[src/rtl/mem_wb_capture.sv]
// MEM/WB boundary: holds the in-flight dmem request, stalls MEM until dmem_resp,
// aligns load data and emits one writeback pulse per retired instruction.
module mem_wb_capture #(
   parameter int CNT_W = 32
) (
   input  logic             clk,
   input  logic             rst_n,
   input  logic             mem_valid,
   input  logic [2:0]       mem_funct3,
   input  logic [4:0]       mem_rd_s,
   input  logic             mem_regf_we,
   input  logic [31:0]      mem_wb_data,
   input  logic [31:0]      mem_addr,
   input  logic [3:0]       mem_rmask,
   input  logic [3:0]       mem_wmask,
   input  logic             dmem_resp,
   input  logic [31:0]      dmem_rdata,
   output logic             freeze_stall,
   output logic             wb_valid,
   output logic             wb_we,
   output logic [4:0]       wb_rd_s,
   output logic [31:0]      wb_rd_v,
   output logic             resp_err,
   output logic [CNT_W-1:0] stall_cycles
);

   typedef enum logic {IDLE, WAIT} state_t;

   state_t      state, state_next;
   logic [2:0]  pend_funct3;
   logic [4:0]  pend_rd_s;
   logic        pend_regf_we;
   logic [1:0]  pend_off;
   logic        pend_load;

   // One-entry deferral slot: a non-memory op accepted on the same edge a
   // writeback is already being emitted retires one cycle later.
   logic        slot_valid;
   logic        slot_we;
   logic [4:0]  slot_rd_s;
   logic [31:0] slot_rd_v;

   logic        complete, accept, is_mem, take_nonmem;
   logic [7:0]  byte_v;
   logic [15:0] half_v;
   logic [31:0] load_v;
   logic        unused_addr;

   assign unused_addr  = &{1'b0, mem_addr[31:2]};
   assign complete     = (state == WAIT) && dmem_resp;
   assign freeze_stall = (state == WAIT) && !dmem_resp;
   assign accept       = mem_valid && !freeze_stall;
   assign is_mem       = (mem_rmask != 4'd0) || (mem_wmask != 4'd0);
   assign take_nonmem  = accept && !is_mem;

   always_ff @(posedge clk or negedge rst_n) begin
      if (!rst_n) state <= IDLE;
      else        state <= state_next;
   end

   always_comb begin
      state_next = state;
      if (accept && is_mem) state_next = WAIT;
      else if (complete)    state_next = IDLE;
   end

   always_comb begin
      byte_v = dmem_rdata[7:0];
      case (pend_off)
         2'd0: byte_v = dmem_rdata[7:0];
         2'd1: byte_v = dmem_rdata[15:8];
         2'd2: byte_v = dmem_rdata[23:16];
         2'd3: byte_v = dmem_rdata[31:24];
         default: byte_v = dmem_rdata[7:0];
      endcase
      half_v = pend_off[1] ? dmem_rdata[31:16] : dmem_rdata[15:0];
      case (pend_funct3)
         3'b000:  load_v = {{24{byte_v[7]}}, byte_v};
         3'b001:  load_v = {{16{half_v[15]}}, half_v};
         3'b010:  load_v = dmem_rdata;
         3'b100:  load_v = {24'd0, byte_v};
         3'b101:  load_v = {16'd0, half_v};
         default: load_v = 32'd0;
      endcase
   end

   always_ff @(posedge clk or negedge rst_n) begin
      if (!rst_n) begin
         wb_valid     <= 1'b0;
         wb_we        <= 1'b0;
         wb_rd_s      <= 5'd0;
         wb_rd_v      <= 32'd0;
         slot_valid   <= 1'b0;
         slot_we      <= 1'b0;
         slot_rd_s    <= 5'd0;
         slot_rd_v    <= 32'd0;
         pend_funct3  <= 3'd0;
         pend_rd_s    <= 5'd0;
         pend_regf_we <= 1'b0;
         pend_off     <= 2'd0;
         pend_load    <= 1'b0;
         resp_err     <= 1'b0;
         stall_cycles <= '0;
      end else begin
         wb_valid <= 1'b0;
         if (complete) begin
            wb_valid <= 1'b1;
            if (pend_load) begin
               wb_we   <= pend_regf_we && (pend_rd_s != 5'd0);
               wb_rd_s <= pend_rd_s;
               wb_rd_v <= load_v;
            end else begin
               wb_we   <= 1'b0;
               wb_rd_s <= 5'd0;
               wb_rd_v <= 32'd0;
            end
         end else if (slot_valid) begin
            wb_valid <= 1'b1;
            wb_we    <= slot_we;
            wb_rd_s  <= slot_rd_s;
            wb_rd_v  <= slot_rd_v;
         end else if (take_nonmem) begin
            wb_valid <= 1'b1;
            wb_we    <= mem_regf_we && (mem_rd_s != 5'd0);
            wb_rd_s  <= mem_rd_s;
            wb_rd_v  <= mem_wb_data;
         end

         slot_valid <= take_nonmem && (complete || slot_valid);
         if (take_nonmem) begin
            slot_we   <= mem_regf_we && (mem_rd_s != 5'd0);
            slot_rd_s <= mem_rd_s;
            slot_rd_v <= mem_wb_data;
         end

         if (accept && is_mem) begin
            pend_funct3  <= mem_funct3;
            pend_rd_s    <= mem_rd_s;
            pend_regf_we <= mem_regf_we;
            pend_off     <= mem_addr[1:0];
            pend_load    <= (mem_rmask != 4'd0);
         end

         if (dmem_resp && (state == IDLE)) resp_err <= 1'b1;
         if (freeze_stall && (stall_cycles != {CNT_W{1'b1}}))
            stall_cycles <= stall_cycles + 1'b1;
      end
   end

endmodule
[config.mk]
export PLATFORM = sky130hd
export DESIGN_NAME = mem_wb_capture
export DESIGN_NICKNAME = d
export VERILOG_FILES = /design/src/rtl/mem_wb_capture.sv
export SDC_FILE = /design/constraint.sdc
export NUM_CORES = 1
export LEC_CHECK = 0
export ABC_CLOCK_PERIOD_IN_PS = 2400
export BUFFER_PORTS_ARGS = -buffer_cell sky130_fd_sc_hd__buf_2
export CAP_MARGIN = 25
export CORE_MARGIN = 2
export CORE_UTILIZATION = 45
export CTS_BUF_LIST = sky130_fd_sc_hd__clkbuf_4 sky130_fd_sc_hd__clkbuf_8
export CTS_CLUSTER_DIAMETER = 60
export DETAILED_ROUTE_END_ITERATION = 8
export GPL_TIMING_DRIVEN = 0
export PLACE_DENSITY = 0.68
export SYNTH_ARGS = -nofsm -noshare
export SYNTH_HDL_FRONTEND = slang
export SYNTH_SLANG_ARGS = --single-unit
[constraint.sdc]
create_clock -name clk -period 2.4 [get_ports clk]
set_input_delay 0.48 -clock clk [delete_from_list [all_inputs] [get_ports clk]]
set_output_delay 0.48 -clock clk [all_outputs]
set_load 0.005 [all_outputs]
# Word-level counts from Yosys, hierarchy flattened
# Cells that the tools add are included.
# totals
register_bits	124
# classes
n_eq_ne	8
addsub	1
n_mux	20
reduce_logical	23
bitwise_logic	1
# op_table
op	n
case mux 32 bit (5 select lines)	1
2-to-1 mux 32 bit	4
adder 32 x 1 -> 32 bit, second input constant	1
!= test 32 bit, second input constant	1
case mux 8 bit (4 select lines)	1
2-to-1 mux 5 bit	4
2-to-1 mux 16 bit	1
logical AND 1 bit	10
nonzero test 5 bit	2
2-to-1 mux 1 bit	9
nonzero test 4 bit	2
== test 3 bit, second input constant	2
== test 2 bit, second input constant	2
== test 3 x 1 -> 1 bit, second input constant	1
== test 3 x 2 -> 1 bit, second input constant	1
zero test 1 bit	3
zero test 3 bit	1
nonzero test 3 bit	1
== test 2 x 1 -> 1 bit, second input constant	1
zero test 2 bit	1
logical OR 1 bit	2
nonzero test 2 bit	1
NOT 1 bit	1

# Depth between registers and ports, before layout
# Gate-level depths: netlist (run 1).
# depth
word_depth	8
depth_mapped	9

# Worst setup path after synthesis (run 1)
# Ideal clock, no wire load.
# synth_timing
path_kind	input to register
startpoint	input mem_wmask[1]
endpoint	register wb_rd_v[4]
slack_ns	0.522
arrival_time_ns	1.752
cell_stages	5
t_required_ns	2.274
cell_sequence	nor4_1 -> nand2_1 -> o21a_1 -> clkbuf_1 -> a221o_1
# synth_between
elab_chain_cells	5
# synth_lines
item	line_no	text
from (decl)	15	input logic [3:0] mem_wmask,
nonzero test 4 bit	53	assign is_mem = (mem_rmask != 4'd0) || (mem_wmask != 4'd0);
logical OR 1 bit	53	
zero test 1 bit	54	assign take_nonmem = accept && !is_mem;
logical AND 1 bit	54	
nonzero test 3 bit (no line)	-	
to (signal assigned)	111	wb_rd_v <= load_v;
to (signal assigned)	121	wb_rd_v <= slot_rd_v;
to (signal assigned)	126	wb_rd_v <= mem_wb_data;
to (decl)	22	output logic [31:0] wb_rd_v,
# Every way passes these cells.
# A chain may end at the register's enable or synchronous reset.

# Worst setup path in the final report (run 1)
# layout_timing
startpoint	register stall_cycles[0]
endpoint	register stall_cycles[22]
# layout_between
elab_chain_cells	2
elab_cells_between_ends	3
classes_between	add/sub: 1; eq/ne: 1; reduce/logical: 1
# layout_lines
item	line_no	text
from (decl)	24	output logic [CNT_W-1:0] stall_cycles
from (signal assigned)	146	stall_cycles <= stall_cycles + 1'b1;
parallel branches: the longest is 2 deep, another holds adder 32 x 1 -> 32 bit	-	
# Parallel ways; which one is timed is not known.

==> summary.txt, run 1 <==
Pwr
  • Switch share: 0.274
  • Combinational Power Share: 0.189
  • PwrDens: 736 nW/um2
  • Internal power: 4.17 mW
  • P_leak: approximately 3.7 nW
  • VDD IR max: between 0.4 and 0.5 mV
  • Flop pwr share: 0.442
  • Clock network fraction of total power: 0.369
  • Sw Pwr: 1.58 mW

Synth
  • EDFF count, synth: 0
  • Sequential share of the synthesized area: 0.493
  • Ys async rst share: 1.00
  • Syn Inst Count: slightly below 600
  • Flops & latches, synth: 124
  • Synth unique cells: between 50 and 60
  • Syn Std Cell Area: 6300 um2
  • Avg Cell Area, Syn: between 10 and 15 um2
  • Post-synthesis net count: 701
  • Post-synth top flop: dfrtp_1
  • Ys Warns: 0

Route
  • Top Metal Used: met5
  • DRT iter0 DRCs: 366
  • ANT nets after route: 0
  • WL met3: about 1.2 mm
  • DRC errors left: 0
  • Drt via density: 5.55
  • Detailed Route WL: 17.0 mm
  • Post-detailed-route wirelength per cell: 17.8 um
  • Metal2 WL: 8.31 mm
  • Post-Route M1 WL: 7.06 mm
  • Detailed-route via count: 5307
  • DRT Pass-1 Iters: 5

Clocking
  • CTS resizes: 0
  • Hold_buf cts: 0
  • Clock slew at reported path FFs: around 70 ps
  • CTS Buffer Depth: 2
  • CTS tree: yes
  • Clock tree root driver cell: clkbuf_8
  • CTS sink count: roughly 120
  • H-tree depth: 4
  • Worst skew pair latency: ~450 ps
  • CTS buffer count: 17
  • Number of post-CTS setup repair buffers: 0

Cells and area
  • Layout cells sized above 1: 0.342
  • NumNets Final: 880
  • Commonest non-fill, non-tap cell in the layout: buf_2
  • Cell area after layout: 7820 um2
  • Most frequent cells in the layout: 166 x buf_2, 124 x dfrtp_1, 47 x mux2_2
  • Fin util: 0.568
  • Area delta synth->final: 24.2%

Floorplanning
  • Top-level I/O count: between 150 and 200
  • Total Die Area: 15000 um2
  • # rows: 43
  • Die width: roughly 120 um
  • Core ar.: 13800 um2
  • Die height: 122 um
  • Starting Density: 0.457

Setup path
  • Startpoint types: flop
  • Critical path type: reg -> reg
  • Worst EP arrival: roughly 2500 ps
  • Setup crit end kind: flop
  • CP required: 2720 ps
  • Worst-path fanout max: 7

Global routing
  • Number of global-route vias before repair: 5382
  • GRT overflow: 0
  • Tot GR Track Use: 0.239
  • Pin count of the biggest net entering global routing: 64
  • Global-route wire length before repair: between 20 and 30 mm
  • Initial antenna violation count: 2

Placement
  • Pre-CTS setup slack: -12.4 ps
  • DP HPWL: ~13 mm
  • GPL Wtd Cong: 0.867
  • DP Area: approximately 7400 um2
  • IO Port Bufs: 159

Timing
  • Setup_tns: 0 ps
  • Final cycle utilization of the critical path: 0.911
  • RSZ-0062 raised after global routing: no
  • Max Slew Vio Count: 0
  • Rel. slew slack: 0.496
  • Clk_skew: 9.77 ps
  • Hold Violations, Final: 0
  • Worst slew pin tran: 756 ps
  • FMAX: approximately 460 MHz
  • Final setup violation count: 0
  • Final WS setup: 215 ps
  • Crit path time final: 2190 ps

Status
  • Status: completed

Job
  • Number of max-cap violations: 0

Min path
  • Worst Hold Class: in -> async
sequential cells by signal, indices dropped and copies added (netlist names):
| register | count |
|---|---|
| stall_cycles | 32 |
| resp_err | 1 |
| pend_off | 2 |
| slot_rd_s | 5 |
| wb_rd_s | 5 |
| pend_funct3 | 3 |
| slot_rd_v | 32 |
| slot_we | 1 |
| wb_rd_v | 32 |
| state | 1 |
| pend_rd_s | 5 |
| pend_load | 1 |
| slot_valid | 1 |
| wb_we | 1 |
| pend_regf_we | 1 |
| wb_valid | 1 |
layout make-up:
type | count | area, um2
multi-input cells | 413 | 3000
plain buffers | 33 | 146
flip-flops and latches | 124 | 3100
well taps | 180 | 225
fillers | 1252 | 5950
repair buffers | 160 | 830
clock inverters | 6 | 130
diodes | 2 | 5.00
clock buffers | 26 | 333
inverters | 13 | 48.8
stage by stage:
stage / std cells / total power, mW / hold slack, ps
finish: 957 / 5.75 / 5.75
global route: 956 / 6.04 / 28.1
CTS: 955 / 5.80 / 7.26
detailed placement: 923 / 3.67 / 445
global placement: 922 / 3.61 / 439
floorplan: 583 / 3.13 / 184
cell families after synthesis:
| group | synth area share |
|---|---|
| AND/OR/NAND/NOR | 0.142 |
| AO/OA/AOI/OAI | 0.121 |
| flip-flops | 0.493 |
| multiplexers | 0.172 |
| buffers and inverters | 0.0310 |
| XOR/XNOR | 0.0390 |
| adder cells (fa/ha/maj) | 0.00199 |
per-layer routing:
layer | up-vias | global-route usage
li1 | 2474 | -
met1 | 2624 | 0.299
met2 | 173 | 0.387
met3 | 34 | 0.0604
met4 | 2 | 0.114
met5 | - | 0
cell usage after synthesis, types with 15 or more instances:
library cell / count / area, um2
a21oi_1: 44 / 220
and2_1: 22 / 138
mux2i_1: 15 / 150
mux2_2: 47 / 529
xnor2_1: 26 / 228
dfrtp_1: 124 / 3100
nor2_1: 38 / 143
clkbuf_1: 18 / 67.6
nand2_1: 36 / 135
o21ai_0: 29 / 145
nand3_1: 15 / 75.1
mux2_1: 20 / 225
power groups by stage:
stage | Clock, mW | Sequential [mW] | Combinational, mW
6_report | 2.12 | 2.54 | 1.09
5_1_grt | 2.25 | 2.58 | 1.21
4_1_cts | 2.16 | 2.54 | 1.09
3_5_place_dp | 0 | 2.58 | 1.09
3_3_place_gp | 0 | 2.57 | 1.05
2_1_floorplan | 0 | 2.55 | 0.576
worst paths after layout:
| check | startpoint | end | slack [ps] | depth (start not counted) |
|---|---|---|---|---|
| worst max-delay path | stall_cycles[0] | stall_cycles[22] | 210 | 6 |
| worst min-delay path | rst_n | slot_rd_v[27] | 6 | 1 |
| worst max register to register | stall_cycles[0] | stall_cycles[22] | 210 | 6 |
| worst min register to register | resp_err | resp_err | 470 | 1 |
| max in group asynchronous | rst_n | stall_cycles[23] | 1680 | 2 |
| min in group clk | mem_wb_data[30] | slot_rd_v[30] | 250 | 2 |
worst max-delay path: stages (launching register included):
cell and delay, ps:
dfrtp_1 430, ha_1 230, nand3_1 140, nand4b_1 290, a31oi_1 590, nand3_1 210, xnor2_1 180
(Power assumes the default switching activity.)
==> inputs of run 2 (changes only) <==
--- a/config.mk
+++ b/config.mk
@@ -6,15 +6,16 @@
 export NUM_CORES = 1
 export LEC_CHECK = 0
 export ABC_CLOCK_PERIOD_IN_PS = 2400
-export BUFFER_PORTS_ARGS = -buffer_cell sky130_fd_sc_hd__buf_2
 export CAP_MARGIN = 25
+export CORE_ASPECT_RATIO = 1.2
 export CORE_MARGIN = 2
 export CORE_UTILIZATION = 45
 export CTS_BUF_LIST = sky130_fd_sc_hd__clkbuf_4 sky130_fd_sc_hd__clkbuf_8
 export CTS_CLUSTER_DIAMETER = 60
 export DETAILED_ROUTE_END_ITERATION = 8
+export DONT_BUFFER_PORTS = 1
 export GPL_TIMING_DRIVEN = 0
-export PLACE_DENSITY = 0.68
+export PLACE_DENSITY = 0.57
 export SYNTH_ARGS = -nofsm -noshare
 export SYNTH_HDL_FRONTEND = slang
 export SYNTH_SLANG_ARGS = --single-unit
==> run 2 against run 1 <==
Compared with the run above:
- the flow now finishes with violations (negative hold slack)
- worst hold slack worse by 280 ps
- die area about the same
- largest power group unchanged
- sequential cell count unchanged
- largest cell class unchanged
- final area down 12%
- worst setup slack better by 55 ps
- clock skew down 0.77 ps
- critical path type unchanged
==> summary.txt, run 2 (synthesis results as in run 1) <==
Placement
  • GPL Wtd Cong: 0.907
  • Pre-CTS setup slack: 6.78 ps
  • Placed insts: roughly 750
  • IO Port Bufs: 0
  • DP HPWL: 12.6 mm

Route
  • ANT nets after route: 0
  • Post-detailed-route wirelength per cell: 21.0 um
  • Drt via density: 5.87
  • Detailed-route via count: 4634
  • DRC errors left: 0
  • DRT Pass-1 Iters: 4
  • DRT iter0 DRCs: ~230
  • Detailed Route WL: 16.6 mm

Global routing
  • Global-route wire length before repair: 26.0 mm
  • Initial antenna violation count: 5
  • Pin count of the biggest net entering global routing: 125
  • GRT overflow: 0
  • Number of global-route vias before repair: 4805
  • Tot GR Track Use: 0.226

Floorplanning
  • Top-level I/O count: 190
  • Core ar.: 13800 um2
  • Die height: 134 um
  • Total Die Area: 15000 um2
  • # rows: 47
  • Die width: between 100 and 150 um
  • Starting Density: 0.458

Status
  • Status: finished with violations
  • Failing checks: negative hold slack

Cells and area
  • Sequential cell area: 3100 um2
  • Most frequent cells in the layout: 124 x dfrtp_1, 47 x mux2_2, 44 x a21oi_1
  • Biggest registers after layout: slot_rd_v (32), stall_cycles (32), wb_rd_v (32)
  • Multi-input logic area: 3000 um2
  • NumNets Final: 720
  • Commonest non-fill, non-tap cell in the layout: dfrtp_1
  • Area delta synth->final: 9.78%
  • Layout cells sized above 1: 0.172
  • Post-Layout Cell Count: between 700 and 800
  • FILL cells: 1312

Timing
  • Hold Violations, Final: 124
  • Worst slew pin tran: 750 ps
  • Final hold slack: -275 ps
  • Final WS setup: 269 ps
  • Rel. slew slack: 0.500
  • Max Slew Vio Count: 0
  • FMAX: 469 MHz
  • Setup_tns: 0 ps
  • RSZ-0062 raised after global routing: no
  • Final setup violation count: 0
  • Clk_skew: 9.00 ps
  • Crit path time final: 2130 ps
  • Final cycle utilization of the critical path: 0.888

Clocking
  • Clock slew at reported path FFs: 70 ps
  • CTS tree: yes
  • Clock tree root driver cell: clkbuf_8
  • Worst skew pair latency: 450 ps
  • CTS buffer count: 17
  • CTS sink count: 124
  • CTS Buffer Depth: 2
  • H-tree depth: 4

Setup path
  • Crit path cell chain: nand4_2, nor3_4, nand4_1, nand2_1, mux2_1
  • Startpoint types: flop
  • CP max stage delay: approximately 480 ps
  • Slowest CP cell: dfrtp_1
  • Worst EP arrival: 2460 ps
  • Worst-path fanout max: 8
  • Setup crit end kind: flop
  • Critical path type: reg -> reg
  • CP required: 2730 ps

Job
  • Number of max-cap violations: 0

Min path
  • Worst Hold Class: in -> async

Pwr
  • VDD IR max: between 0.3 and 0.4 mV
  • P_leak: ~3 nW
  • PwrDens: 740 nW/um2
==> run 2: cell count changes in the layout (fill, tap and decap cells not counted) <==
cell,before,now
a31oi_1,7,6
a31oi_2,0,1
buf_16,1,0
buf_2,166,8
buf_6,2,1
bufinv_16,4,2
clkbuf_4,4,6
clkbuf_8,22,18
clkinv_2,2,5
clkinvlp_4,0,1
diode_2,2,4
==> run 2: where the power goes <==
group / switching [mW] / total, mW / internal (mW)
Clock: 0.795 / 1.80 / 1.01
Combinational: 0.370 / 0.712 / 0.342
Sequential: 0.263 / 2.60 / 2.34
Total: 1.43 / 5.12 / 3.69
==> run 2: area by class of cell <==
class                   count  area share
clock buffers              24      0.0424
inverters                  13     0.00706
well taps                 171      0.0310
diodes                      4     0.00145
clock inverters             8      0.0134
plain buffers              33      0.0212
flip-flops and latches    124       0.449
multi-input cells         413       0.435
==> run 2: path summary, 6_finish.rpt <==
check | startpoint | end | slack (ps) | depth (start not counted)
worst min-delay path | rst_n | wb_rd_v[5] | -280 | 0
worst max-delay path | stall_cycles[12] | stall_cycles[1] | 270 | 5
worst max register to register | stall_cycles[12] | stall_cycles[1] | 270 | 5
worst min register to register | slot_we | slot_we | 480 | 2
max in group asynchronous | rst_n | wb_rd_v[13] | 2460 | 0
min in group clk | dmem_resp | resp_err | 150 | 1
==> run 2: per-stage QoR <==
stage	hold WS, ps	total power, mW	utilization	instance area (um2)
3_3_place_gp	188	3.33	0.473	6510
6_report	-275	5.12	0.502	6910
4_1_cts	-308	5.19	0.501	6900
3_5_place_dp	188	3.36	0.473	6510
2_1_floorplan	184	3.13	-	6300
5_1_grt	-304	5.37	0.502	6900
==> run 2: per-layer routing <==
| metal | vias to the layer above | GRT usage | wire length, um |
|---|---|---|---|
| li1 | 2158 | - | - |
| met1 | 2287 | 0.248 | 6200 |
| met2 | 161 | 0.389 | 8490 |
| met3 | 26 | 0.0924 | 1490 |
| met4 | 2 | 0.0915 | 354 |
| met5 | - | 0 | 13 |
==> run 2: timing repair <==
action	4_1_cts	5_1_grt
buffers inserted	0	0
endpoints found under the setup margin	0	6
hold endpoints to repair	124	124
gates resized for setup	0	1
==> run 2: critical path: cells and delay by family, from the launching register on <==
family / cells / cell delay, ps
simple gates: 4 / 1200
flops: 1 / 480
mux: 1 / 330
